===== src/rtl/addsub_arbiter.sv =====
// Round-robin arbiter sharing one N-bit add/subtract datapath among four
// requesters; each granted operation returns sum, carry and overflow.
module addsub_arbiter #(
  parameter int N = 8
) (
  input  logic           Clock,
  input  logic           Resetn,
  input  logic [3:0]     Req,
  input  logic [4*N-1:0] X_all,
  input  logic [4*N-1:0] Y_all,
  input  logic [3:0]     Sub,
  output logic [3:0]     Grant,
  output logic           Busy,
  output logic           Done,
  output logic [1:0]     Id,
  output logic [N-1:0]   S,
  output logic           Cout,
  output logic           Overflow
);

  typedef enum logic [1:0] {
    IDLE = 2'd0,
    EXEC = 2'd1,
    RESP = 2'd2
  } state_e;

  state_e         state_q;
  logic [1:0]     ptr_q;
  logic [1:0]     w_q;
  logic [N-1:0]   x_q;
  logic [N-1:0]   y_q;
  logic           sub_q;
  logic [3:0]     grant_q;
  logic           busy_q;
  logic           done_q;
  logic [1:0]     id_q;
  logic [N-1:0]   s_q;
  logic           cout_q;
  logic           ovf_q;

  logic [1:0]     win_d;
  logic           found_d;
  logic [N-1:0]   x_d;
  logic [N-1:0]   y_d;
  logic [N-1:0]   ym_d;
  logic [N:0]     sum_d;
  logic           ovf_d;

  // Cyclic search for the first active request starting at ptr_q
  always_comb begin
    logic [1:0] idx;
    win_d   = ptr_q;
    found_d = 1'b0;
    idx     = ptr_q;
    for (int i = 0; i < 4; i++) begin
      idx = ptr_q + 2'(i);
      if (!found_d && Req[idx]) begin
        win_d   = idx;
        found_d = 1'b1;
      end
    end
  end

  always_comb begin
    x_d = '0;
    y_d = '0;
    for (int i = 0; i < 4; i++) begin
      if (win_d == 2'(i)) begin
        x_d = X_all[i*N +: N];
        y_d = Y_all[i*N +: N];
      end
    end
  end

  always_comb begin
    ym_d  = sub_q ? ~y_q : y_q;
    sum_d = {1'b0, x_q} + {1'b0, ym_d} + {{N{1'b0}}, sub_q};
    ovf_d = (x_q[N-1] == ym_d[N-1]) && (sum_d[N-1] != x_q[N-1]);
  end

  always_ff @(posedge Clock or negedge Resetn) begin
    if (!Resetn) begin
      state_q <= IDLE;
      ptr_q   <= '0;
      w_q     <= '0;
      x_q     <= '0;
      y_q     <= '0;
      sub_q   <= 1'b0;
      grant_q <= '0;
      busy_q  <= 1'b0;
      done_q  <= 1'b0;
      id_q    <= '0;
      s_q     <= '0;
      cout_q  <= 1'b0;
      ovf_q   <= 1'b0;
    end else begin
      unique case (state_q)
        IDLE: begin
          if (found_d) begin
            w_q     <= win_d;
            x_q     <= x_d;
            y_q     <= y_d;
            sub_q   <= Sub[win_d];
            grant_q <= 4'b0001 << win_d;
            busy_q  <= 1'b1;
            state_q <= EXEC;
          end
        end
        EXEC: begin
          s_q     <= sum_d[N-1:0];
          cout_q  <= sum_d[N];
          ovf_q   <= ovf_d;
          id_q    <= w_q;
          done_q  <= 1'b1;
          state_q <= RESP;
        end
        RESP: begin
          done_q  <= 1'b0;
          grant_q <= '0;
          busy_q  <= 1'b0;
          ptr_q   <= w_q + 2'd1;
          state_q <= IDLE;
        end
        default: begin
          done_q  <= 1'b0;
          grant_q <= '0;
          busy_q  <= 1'b0;
          state_q <= IDLE;
        end
      endcase
    end
  end

  assign Grant    = grant_q;
  assign Busy     = busy_q;
  assign Done     = done_q;
  assign Id       = id_q;
  assign S        = s_q;
  assign Cout     = cout_q;
  assign Overflow = ovf_q;

endmodule


===== config.mk =====
export PLATFORM = sky130hd
export DESIGN_NAME = addsub_arbiter
export DESIGN_NICKNAME = d
export VERILOG_FILES = /design/src/rtl/addsub_arbiter.sv
export SDC_FILE = /design/constraint.sdc
export NUM_CORES = 1
export LEC_CHECK = 0
export ABC_AREA = 1
export ABC_CLOCK_PERIOD_IN_PS = 2400
export CORE_ASPECT_RATIO = 1.1
export CORE_MARGIN = 4
export CORE_UTILIZATION = 27
export CTS_CLUSTER_DIAMETER = 200
export DETAILED_ROUTE_END_ITERATION = 6
export PLACE_DENSITY = 0.56
export SYNTH_ARGS = -nofsm -noshare
export SYNTH_HDL_FRONTEND = slang
export SYNTH_SLANG_ARGS = --single-unit

===== constraint.sdc =====
create_clock -name Clock -period 2.4 [get_ports Clock]
set_input_delay 0.72 -clock Clock [delete_from_list [all_inputs] [get_ports Clock]]
set_output_delay 0.72 -clock Clock [all_outputs]
set_load 0.05 [all_outputs]

# ---- Word-level counts from Yosys, hierarchy flattened
# Index checks and enable logic that the tools add are counted.
dict set report classes {
  n_addsub 6
  n_lt_le_gt_ge 5
  eq_ne 8
  n_shift 1
  n_mux 33
  n_bitwise 2
  reduce_logical 11
}
# op count
set ops {}
lappend ops {{8-bit 2-to-1 mux} 9}
lappend ops {{2-bit by 3-bit less-than comparator with 1-bit output, second input constant} 5}
lappend ops {{1-bit binary-select mux with 2-bit select} 5}
lappend ops {{1-bit 2-to-1 mux} 10}
lappend ops {{8-bit by 8-bit adder with 9-bit output} 1}
lappend ops {{9-bit by 1-bit adder with 9-bit output} 1}
lappend ops {{2-bit 2-to-1 mux} 4}
lappend ops {{8-bit inverter} 1}
lappend ops {{4-bit case mux with 2 select lines} 1}
lappend ops {{2-bit equality test, second input constant} 3}
lappend ops {{2-bit by 1-bit adder with 2-bit output, second input constant} 2}
lappend ops {{2-bit adder, second input constant} 2}
lappend ops {{2-bit by 1-bit equality test with 1-bit output, second input constant} 2}
lappend ops {{1-bit logical AND} 4}
lappend ops {{2-bit logical NOT} 2}
lappend ops {{4-bit 2-to-1 mux} 1}
lappend ops {{1-bit case mux with 2 select lines} 2}
lappend ops {{2-bit case mux with 2 select lines} 1}
lappend ops {{2-bit AND reduction} 2}
lappend ops {{1-bit by 2-bit left shift with 4-bit output, first input constant} 1}
lappend ops {{1-bit logical NOT} 3}
lappend ops {{2-bit inequality test, second input constant} 1}
lappend ops {{1-bit equality test} 1}
lappend ops {{1-bit inequality test} 1}
lappend ops {{1-bit inverter} 1}
dict set report totals {
  ff_bits 41
  input_bits 74
  out_inout_bits 18
  elab_cells 79
}

# ---- Longest topological paths before layout
# Gate-level depths: netlist (run 1).
dict set report depth {
  word_depth 17
  mapped_depth 18
  mapped_depth_nobuf 16
}

# ---- Worst setup path after synthesis (run 1)
# Ideal clock, no wire load.
dict set report synth_path {
  kind {input to register}
  start {input Req[1]}
  end {register x_q[7]}
  setup_time_ns 0.115
  t_arrival_ns 1.885
  required_ns 2.285
  setup_slack_ns 0.400
  cell_stages 14
  path_buffers 1
  path_cell_list {inv_1 nand2_1 nand3_1 nand2_2 nor2_8 nand3_2 nand2_1 nand2_1 buf_4 or2_1 nand2_1 nor2_1 nor2_1 nor2_1}
}
dict set report synth_via {
  elab_chain_cells 17
  word_cells_on_any_way 30
  cone_classes {eq/ne (3); mux (19); reduce/logical (8)}
}
# item line
set synth_lines {}
lappend synth_lines {{start, declared} 8} ;# input logic [3:0] Req,
lappend synth_lines {{1-bit binary-select mux with 2-bit select} 57} ;# if (!found_d && Req[idx]) begin
lappend synth_lines {{1-bit 2-to-1 mux (not written as such)} 57}
lappend synth_lines {{1-bit 2-to-1 mux} 57}
lappend synth_lines {{1-bit logical NOT} 57}
lappend synth_lines {{1-bit logical AND} 57}
lappend synth_lines {{1-bit 2-to-1 mux} 57}
lappend synth_lines {{1-bit logical NOT} 57}
lappend synth_lines {{1-bit logical AND} 57}
lappend synth_lines {{1-bit 2-to-1 mux} 57}
lappend synth_lines {{1-bit logical NOT} 57}
lappend synth_lines {{1-bit logical AND} 57}
lappend synth_lines {{2-bit 2-to-1 mux} 57}
lappend synth_lines {{2-bit logical NOT} 68} ;# if (win_d == 2'(i)) begin
lappend synth_lines {{8-bit 2-to-1 mux (4 in series)} 68}
lappend synth_lines {{end signal, assigned} 86} ;# x_q <= '0;
lappend synth_lines {{end signal, assigned} 101} ;# x_q <= x_d;
lappend synth_lines {{end, declared} 30} ;# logic [N-1:0] x_q;
# Several ways; a longest one is shown, not always the timed one. The select of a mux whose other input is x is not followed.
# A chain may end at the register's enable or synchronous reset.

# ---- Final worst setup path (run 1)
dict set report layout_path {
  start {input Req[1]}
  end {register y_q[4]}
}
dict set report layout_via {
  elab_chain_cells 17
  word_cells_on_any_way 30
  cone_classes {eq/ne (3); mux (19); reduce/logical (8)}
}
# item line
set layout_lines {}
lappend layout_lines {{1-bit binary-select mux with 2-bit select} 57}
lappend layout_lines {{1-bit 2-to-1 mux (not written as such)} 57}
lappend layout_lines {{1-bit 2-to-1 mux} 57}
lappend layout_lines {{1-bit logical NOT} 57}
lappend layout_lines {{1-bit logical AND} 57}
lappend layout_lines {{1-bit 2-to-1 mux} 57}
lappend layout_lines {{1-bit logical NOT} 57}
lappend layout_lines {{1-bit logical AND} 57}
lappend layout_lines {{1-bit 2-to-1 mux} 57}
lappend layout_lines {{1-bit logical NOT} 57}
lappend layout_lines {{1-bit logical AND} 57}
lappend layout_lines {{2-bit 2-to-1 mux} 57}
lappend layout_lines {{2-bit logical NOT} 68}
lappend layout_lines {{8-bit 2-to-1 mux (4 in series)} 68}
lappend layout_lines {{end signal, assigned} 102} ;# y_q <= y_d;
lappend layout_lines {{end, declared} 31} ;# logic [N-1:0] y_q;
# Several ways; a longest one is shown, not always the timed one. The select of a mux whose other input is x is not followed.

==> results of run 1 <==
sequential cells by signal, indices dropped and copies added (netlist names):
signal,cells
S,8
x_q,8
y_q,8
Grant,4
Id,2
ptr_q,2
state_q,2
w_q,2
Busy,1
Cout,1
Done,1
Overflow,1
sub_q,1
timing repair:
action,4_1_cts,5_1_grt
endpoints found under the setup margin,12,22
pin swaps,7,5
cloned,2,1
gates resized for setup,14,20
endpoints found under the hold margin,0,0
setup buffers,1,0
path summary, 6_finish.rpt:
path / to / slack, ns / depth (start not counted)
setup / recovery: y_q[4] / 0.17 / 16
hold / removal: S[0] / 0.41 / 1
setup reg to reg: Overflow / 0.20 / 6
hold reg to reg: Id[1] / 0.48 / 2
max in group asynchronous: ptr_q[1] / 1.49 / 2
min in group Clock: Id[1] / 0.48 / 2
cell usage after synthesis (all sizes together) (4+ instances only):
master,count,area share
xor2,9,0.027
dfrtp,41,0.35
nand3b,14,0.035
nand2,167,0.22
nor2,20,0.031
buf,19,0.046
o21ai,30,0.054
a21oi,7,0.012
inv,30,0.038
nand3,60,0.10
xnor2,4,0.012
ha,8,0.034
area by class of cell:
class / count / area (um2) / area share
Timing Repair Buffer: 111 / 1212 / 0.2743
Inverter: 31 / 116.4 / 0.02633
Tap cell: 143 / 178.9 / 0.04049
Multi-Input combinational cell: 333 / 1740 / 0.3938
Clock inverter: 3 / 17.52 / 0.003964
Sequential cell: 41 / 1028 / 0.2327
Clock buffer: 5 / 125.1 / 0.02831
kinds of logic (layout without fill, tap and decap cells):
group | Yosys count | after routing | share of synthesized area
AOI/OAI and AO/OA | 44 | 44 | 0.08302
and+or+nand+nor | 267 | 267 | 0.4033
adders and majority gates | 9 | 9 | 0.04046
xor gates and xnor gates | 13 | 13 | 0.03835
buffers and inverters | 53 | 150 | 0.08933
DFF | 41 | 41 | 0.3456
stage by stage:
stage | worst slack [ns] | area [um2] | std cells
floorplan | 0.3997 | 2969 | 427
global placement | -0.2873 | 4125 | 655
detailed placement | -0.3237 | 4125 | 655
CTS | 0.001296 | 4354 | 666
global route | 0.01044 | 4419 | 667
finish | 0.1666 | 4419 | 667
layer usage:
layer | GRT usage | up-vias
li1 | - | 1580
met1 | 0.1878 | 1378
met2 | 0.2302 | 73
met3 | 0.02414 | 11
met4 | 0.04972 | 0
met5 | 0 | -
==> results.ini, run 1 <==
[clocking]
cts_max_path_buffers=2
clk_pin_slew_worst_paths_ns=0.06
clk_latency_ns=0.28
cts_tree=yes
h-tree-depth=2
postCtsHoldBufs=0
cts_buffers=5
clkSinkCount=41
cts_root_buf=clkbuf_16

[run_status]
status=complete, no violations

[grt]
antenna_found_initial=0
grt_first_pass_wirelength_um=14830
grt_max_degree=44
grt_pass1_vias=3093
grt.total_usage=0.1415
grt.overflow.total=0

[detailed_routing]
viasPerCell=4.561
drt-met1-wl_um=4093
route.met2.wl_um=4130
first_iter_violations=142
num_vias=3042
wl_um=8841
antenna_left=0
maxUsedRoutingLayer=met4
first_pass_iters=4
avgRoutedWirePerCell_um=13.25
drc=0
wl_met3_um=438

[placement]
dp_hpwl_um=6693
io_buffers=91
routabilityCongestion=0.8825

[timing]
period_share=0.9306
setup-tns-final_ns=0
max_freq_mhz=447.7
max-slew-margin-rel=0.5150
hold_viol_final=0
worst_pin_slew_ns=0.7184
finalClockSkew_ns=0.007093
hold_slack_ns=0.4060
setup_viol=0
report.final.slew_viol_count=0
rsz0062_at_grt=no
period_needed_ns=2.233

[final_layout]
fillers=1101
diodes=0
final_util=0.4173
final_layout_size_suffix_gt1_frac=0.1164
final_common_cell=nand2_1
syn_to_final_growth_pct=48.84
final_net_count=606
layout_common_cells=nand2_1 (152), clkdlybuf4s50_1 (86), nand3_1 (55)

[worst_setup_path]
crit_path_max_fanout=8
worst-path-buf-inv=3
cp_slowest_cell=dlygate4sd2_1
crit_arrival_ns=2.40
critPathLaunchType=input pin
path_delay_family=simple AND/OR/NAND/NOR gates
critPathCaptureType=flop
r2r_start=sub_q
cp_slowest_stage_delay_ns=0.25
startpoint=Req[1]
crit_top_cell=nand2_1
crit_type=input pin to flop
crit_required_ns=2.57
path_cells=dlygate4sd2_1, nand2_1, nand2_1, nand2_2, nand2_4, nor2_8, nand4_4, nand2_4, nand2_2, nand2_4, buf_12, nand3b_1, nand2_1, inv_1, nand2_1, nand2_1

[die]
core_area_mm2=0.01059
die_h_um=118.0
dieArea_mm2=0.01274
num_io_pins=92
die_w_um=108.0
rows=39
start_util=0.2804

[min_path]
hp-class=input pin to async pin

[synth]
netlist_area_mm2=0.002969
postSynthAreaPerCell_um2=6.953
synth_edf_count=0
synth_ff_type=dfrtp_1
ys_warn_count=0
async_reset_ff_frac=1.000
yosysSeqAreaShare=0.3456
ys_types=35
synthCells=427
ys_seq_elements=41
syn-num-nets=510

[job]
drv_cap=0

Power of run 1 is not shown: default switching activity piles up to over one toggle a cycle in this logic, so the estimate is an artifact.
==> inputs of run 2 (changes only) <==
Settings changed: ABC_CLOCK_PERIOD_IN_PS 2400 to 2170, CORE_MARGIN 4 to default.
Clock period 2.4 ns to 2.17 ns, I/O delays scaled along.
==> run 2 against run 1 <==
  * Flip-flop and latch count unchanged
  * Wire length increased by 1.4%
  * Critical path depth decreased by 2
  * Setup slack got worse by 0.11 ns
  * Register-to-register slack got worse by 0.14 ns
  * First-iteration DRC count increased by 37%
  * Worst hold slack got worse by 0.075 ns
  * Critical path type is now flop to flop
  * Critical endpoint is now x_q[3]
  * Largest cell class unchanged
  * Highest routed layer unchanged
==> results.ini, run 2 (synthesis gave the netlist of run 1 again) <==
[timing]
hold_slack_ns=0.3311  ; -0.07493 ns
fin_ws_ns=0.05649  ; -0.1101 ns
worst_pin_slew_ns=0.5192  ; -0.1992 ns
period_needed_ns=2.114
hold_viol_final=0  ; unchanged
setup_viol=0  ; unchanged
report.final.slew_viol_count=0  ; unchanged
max_freq_mhz=473.1
rsz0062_at_grt=yes
max-slew-margin-rel=0.6484  ; +0.1334
period_share=0.9740
finalClockSkew_ns=0.006758  ; -0.0003351 ns

[grt]
grt_pass1_vias=2897  ; -6.3%
grt.overflow.total=0  ; unchanged
grt.total_usage=0.1553  ; +0.01377
antenna_found_initial=0  ; unchanged
grt_max_degree=27  ; -39%
grt_first_pass_wirelength_um=13900  ; -6.2%

[worst_setup_path]
cp_slowest_cell=dfrtp_2
cp_slowest_stage_delay_ns=0.46  ; +0.21 ns
timing.rr.end=x_q[3]
crit_arrival_ns=2.29  ; -0.11 ns
critPathCaptureType=flop
r2r_start=ptr_q[0]
crit_path_max_fanout=5  ; -3
path_cells=buf_6, nand2_4, nand2_4, buf_6, o21ai_4, buf_6, buf_4, nand4_1, nand2_2, nand3_1, o21bai_1, inv_1, nand2_1, nand2_1
crit_required_ns=2.35  ; -0.22 ns
crit_top_cell=buf_6
startpoint=ptr_q[0]
cp-endpoint=x_q[3]
r2r_setup_slack_ns=0.06  ; -0.14 ns
critPathLaunchType=flop
crit_type=flop to flop
worst_r2r_path_depth=14  ; +8

[clocking]
cts_buffers=5  ; unchanged
clk_latency_ns=0.29  ; about the same
h-tree-depth=2  ; unchanged
cts_root_buf=clkbuf_16
clk_pin_slew_worst_paths_ns=0.06  ; about the same
cts_tree=yes
postCtsHoldBufs=0  ; unchanged
cts_max_path_buffers=2  ; unchanged
clkSinkCount=41  ; unchanged

[die]
start_util=0.2817  ; +0.001298
rows=39  ; unchanged
dieArea_mm2=0.01142  ; -10%
die_w_um=102.0  ; -5.6%
die_h_um=112.0  ; -5.1%
core_area_mm2=0.01054  ; -0.46%
num_io_pins=92  ; unchanged

[detailed_routing]
wl_um=8961  ; +1.4%
first_iter_violations=195  ; +37%
drc=0  ; unchanged
viasPerCell=4.567  ; +0.13%
antenna_left=0  ; unchanged
avgRoutedWirePerCell_um=12.99  ; -2.0%
first_pass_iters=4  ; unchanged
num_vias=3151  ; +3.6%

[job]
drv_cap=0  ; unchanged

[final_layout]
fillers=1067  ; -3.1%
layout_common_cells=nand2_1 (146), clkdlybuf4s50_1 (68), nand3_1 (55)
final_common_cell=nand2_1
diodes=0  ; unchanged
final_net_count=629  ; +3.8%
final_layout_size_suffix_gt1_frac=0.2139  ; +0.09748
final_cells=690  ; +3.4%
syn_to_final_growth_pct=58.74

[placement]
io_buffers=91  ; unchanged
dp.cells=665  ; +1.5%
dp_hpwl_um=6515  ; -2.7%
post-place-ws_ns=-0.5264  ; -0.2028 ns
routabilityCongestion=0.8741  ; -0.95%

[run_status]
status=complete, no violations

[min_path]
hp-class=input pin to async pin

-- run 2: per-stage QoR --
| step | setup TNS, ns | util | cell area (um2) |
|---|---|---|---|
| after floorplan | 0 | - | 2969 |
| after global placement | -9.361 | 0.3919 | 4130 |
| after detailed placement | -10.67 | 0.3919 | 4130 |
| after CTS | 0 | 0.4246 | 4476 |
| after global routing | -0.5942 | 0.4472 | 4713 |
| final | 0 | 0.4472 | 4713 |
-- run 2: cell type report --
type,instances,area [um2],share of cell area
Timing Repair Buffer,134,1345,0.2854
Multi-Input combinational cell,333,1837,0.3897
Clock buffer,5,125.1,0.02655
Tap cell,143,178.9,0.03796
Sequential cell,41,1030,0.2185
Clock inverter,3,68.82,0.01460
Inverter,31,128.9,0.02734
-- run 2: worst min-delay path by stage --
stage            from  endpoint  slack (ns)  depth (start not counted)
2_1_floorplan  Resetn      Busy        0.36                          0
3_3_place_gp    Id[0]     Id[0]        0.47                          2
3_5_place_dp    Id[0]     Id[0]        0.46                          2
4_1_cts        Resetn      S[6]        0.35                          1
5_1_grt        Resetn      S[6]        0.37                          1
6_report       Resetn      S[0]        0.33                          1
-- run 2: worst max-delay path: cells and delay by family, from the launching register on --
family | cells | cell delay [ns]
AO/OA/AOI/OAI | 2 | 0.34
buffers and inverters | 5 | 0.55
AND/OR/NAND/NOR | 7 | 0.64
flip-flops | 1 | 0.46
-- run 2: per-layer routing --
metal  vias up  global-route usage  share of wire
met5         -                   0              0
met4         0             0.03714         0.0083
met3         7             0.02699          0.056
met2        98              0.2577           0.50
met1      1423              0.2078           0.43
li1       1623                   -              -
-- run 2: what timing repair did --
item	4_1_cts	5_1_grt
hold endpoints to repair	0	0
endpoints found under the setup margin	23	27
cloned	2	2
pin swaps	5	29
setup buffers	6	9
gates resized for setup	20	56
Power of run 2 is left out for the same reason.
==> inputs of run 3 (changes only) <==
Settings changed: PLACE_DENSITY 0.56 to default, PLACE_DENSITY_LB_ADDON from default to 0.05, SLEW_MARGIN from default to 20.
==> run 3 against run 2 <==
  * Cell area grew 5.1%
  * Clock skew shrank 0.0027 ns
  * Global-route usage grew 1.8 points
  * Die area is the same
  * Register-to-register slack is essentially flat
  * Cell count grew 1.2%
  * Worst hold slack lost 0.12 ns
  * Clock-buffer cell count grew 1
  * Fmax shrank 0.91%
  * Setup slack lost 0.019 ns
  * First-iteration DRC count shrank 38%
  * Critical path depth grew 2
==> results.ini, run 3 (synthesis gave the netlist of run 1 again) <==
[run_status]
status=complete, no violations

[detailed_routing]
num_vias=3225  ; +2.3%
viasPerCell=4.620  ; +1.2%
antenna_left=0  ; unchanged
first_pass_iters=4  ; unchanged
drc=0  ; unchanged
first_iter_violations=120  ; -38%
avgRoutedWirePerCell_um=14.64  ; +13%
wl_um=10220  ; +14%

[final_layout]
final_net_count=637  ; +1.3%
final_common_cell=nand2_1
final_layout_size_suffix_gt1_frac=0.2793  ; +0.06539
multiInputGateArea_mm2=0.001971  ; +7.3%
fillers=1065  ; -0.19%
syn_to_final_growth_pct=66.88
layout_common_cells=nand2_1 (135), clkdlybuf4s50_1 (68), buf_4 (45)
final_cells=698  ; +1.2%
diodes=0  ; unchanged
ff_latch_area_mm2=0.001027  ; -0.24%

[die]
core_area_mm2=0.01054  ; unchanged
dieArea_mm2=0.01142  ; unchanged
rows=39  ; unchanged
die_h_um=112.0  ; unchanged
num_io_pins=92  ; unchanged
start_util=0.2817  ; unchanged
die_w_um=102.0  ; unchanged

[worst_setup_path]
r2r_start=ptr_q[0]
crit_arrival_ns=2.31  ; +0.02 ns
crit_path_max_fanout=7  ; +2
r2r_setup_slack_ns=0.05  ; about the same
worst_r2r_path_depth=16  ; +2
crit_required_ns=2.35  ; about the same
crit_type=input pin to flop
critPathLaunchType=input pin
timing.rr.end=y_q[6]
critPathCaptureType=flop

[timing]
max-slew-margin-rel=0.6721  ; +0.02376
rsz0062_at_grt=yes
hold_viol_final=0  ; unchanged
setup_viol=0  ; unchanged
period_share=0.9829  ; +0.008921
setup-tns-final_ns=0  ; unchanged
report.final.slew_viol_count=0  ; unchanged
worst_pin_slew_ns=0.4888  ; -0.03045 ns
max_freq_mhz=468.9  ; -0.91%
period_needed_ns=2.133  ; +0.01936 ns
finalClockSkew_ns=0.004061  ; -0.002697 ns

[placement]
io_buffers=91  ; unchanged
dp_hpwl_um=6812  ; +4.6%
routabilityCongestion=0.7892  ; -9.7%
dp.cells=663  ; -0.30%

[min_path]
hp-class=input pin to async pin

[grt]
grt_first_pass_wirelength_um=15270  ; +9.8%
grt.total_usage=0.1733  ; +0.01795
antenna_found_initial=0  ; unchanged
grt_pass1_vias=3039  ; +4.9%
grt.overflow.total=0  ; unchanged
grt_max_degree=38  ; +41%

[clocking]
postCtsHoldBufs=0  ; unchanged
cts_buffers=5  ; unchanged
cts_root_buf=clkbuf_16
cts_tree=yes
h-tree-depth=2  ; unchanged
clk_latency_ns=0.28  ; about the same
clk_pin_slew_worst_paths_ns=0.06  ; about the same
clkSinkCount=41  ; unchanged
cts_max_path_buffers=2  ; unchanged

[job]
drv_cap=0  ; unchanged

==> run 3: layout make-up <==
type                            count  share of cell area
Multi-Input combinational cell    333              0.3977
Timing Repair Buffer              142              0.3035
Sequential cell                    41              0.2073
Tap cell                          143             0.03611
Clock buffer                        6             0.02803
Inverter                           31             0.02449
Clock inverter                      2            0.002778
==> run 3: how the worst max path moves through the flow <==
stage | slack, ns | end | start | cells after the start
finish | 0.04 | y_q[6] | Req[1] | 16
global route | -0.09 | y_q[2] | ptr_q[0] | 16
CTS | 0.002 | y_q[7] | Req[1] | 15
detailed placement | -0.52 | sub_q | Req[3] | 13
global placement | -0.52 | sub_q | Req[3] | 13
floorplan | 0.20 | Overflow | sub_q | 7
==> run 3: repair_timing <==
action / 4_1_cts / 5_1_grt
endpoints found under the setup margin: 24 / 27
pin swaps: 11 / 50
resized for setup: 36 / 91
gates cloned: 5 / 3
buffers inserted: 6 / 15
hold endpoints to repair: 0 / 0
==> run 3: metrics by stage <==
| stage | hold slack, ns | setup WS (ns) | utilization | instance area (um2) |
|---|---|---|---|---|
| after floorplan | 0.3554 | 0.2000 | - | 2969 |
| after global placement | 0.4599 | -0.5189 | 0.3904 | 4115 |
| after detailed placement | 0.4629 | -0.5219 | 0.3904 | 4115 |
| after CTS | 0.2059 | 0.001642 | 0.4316 | 4549 |
| after global routing | 0.2068 | -0.09292 | 0.4701 | 4955 |
| final | 0.2086 | 0.03713 | 0.4701 | 4955 |
==> run 3: worst max-delay path, stage by stage <==
cell and delay, ns:
dlygate4sd2_1 0.26, inv_2 0.06, nand2_2 0.06, nand3_2 0.09
nand2_4 0.07, nor2_8 0.13, nand4_4 0.18, nand2_4 0.14
nand2_4 0.09, nand2_8 0.12, clkbuf_16 0.17, nand3b_1 0.07
nand2_1 0.06, inv_1 0.04, nand2_1 0.07, nand2_1 0.05
==> run 3: layer usage <==
| metal | routed length, um | share of wire | GRT usage |
|---|---|---|---|
| met4 | 136 | 0.013 | 0.03619 |
| met3 | 603 | 0.059 | 0.04331 |
| met1 | 4520 | 0.44 | 0.2189 |
| met5 | 0 | 0 | 0 |
| met2 | 4959 | 0.49 | 0.2953 |
Power of run 3 is left out for the same reason.
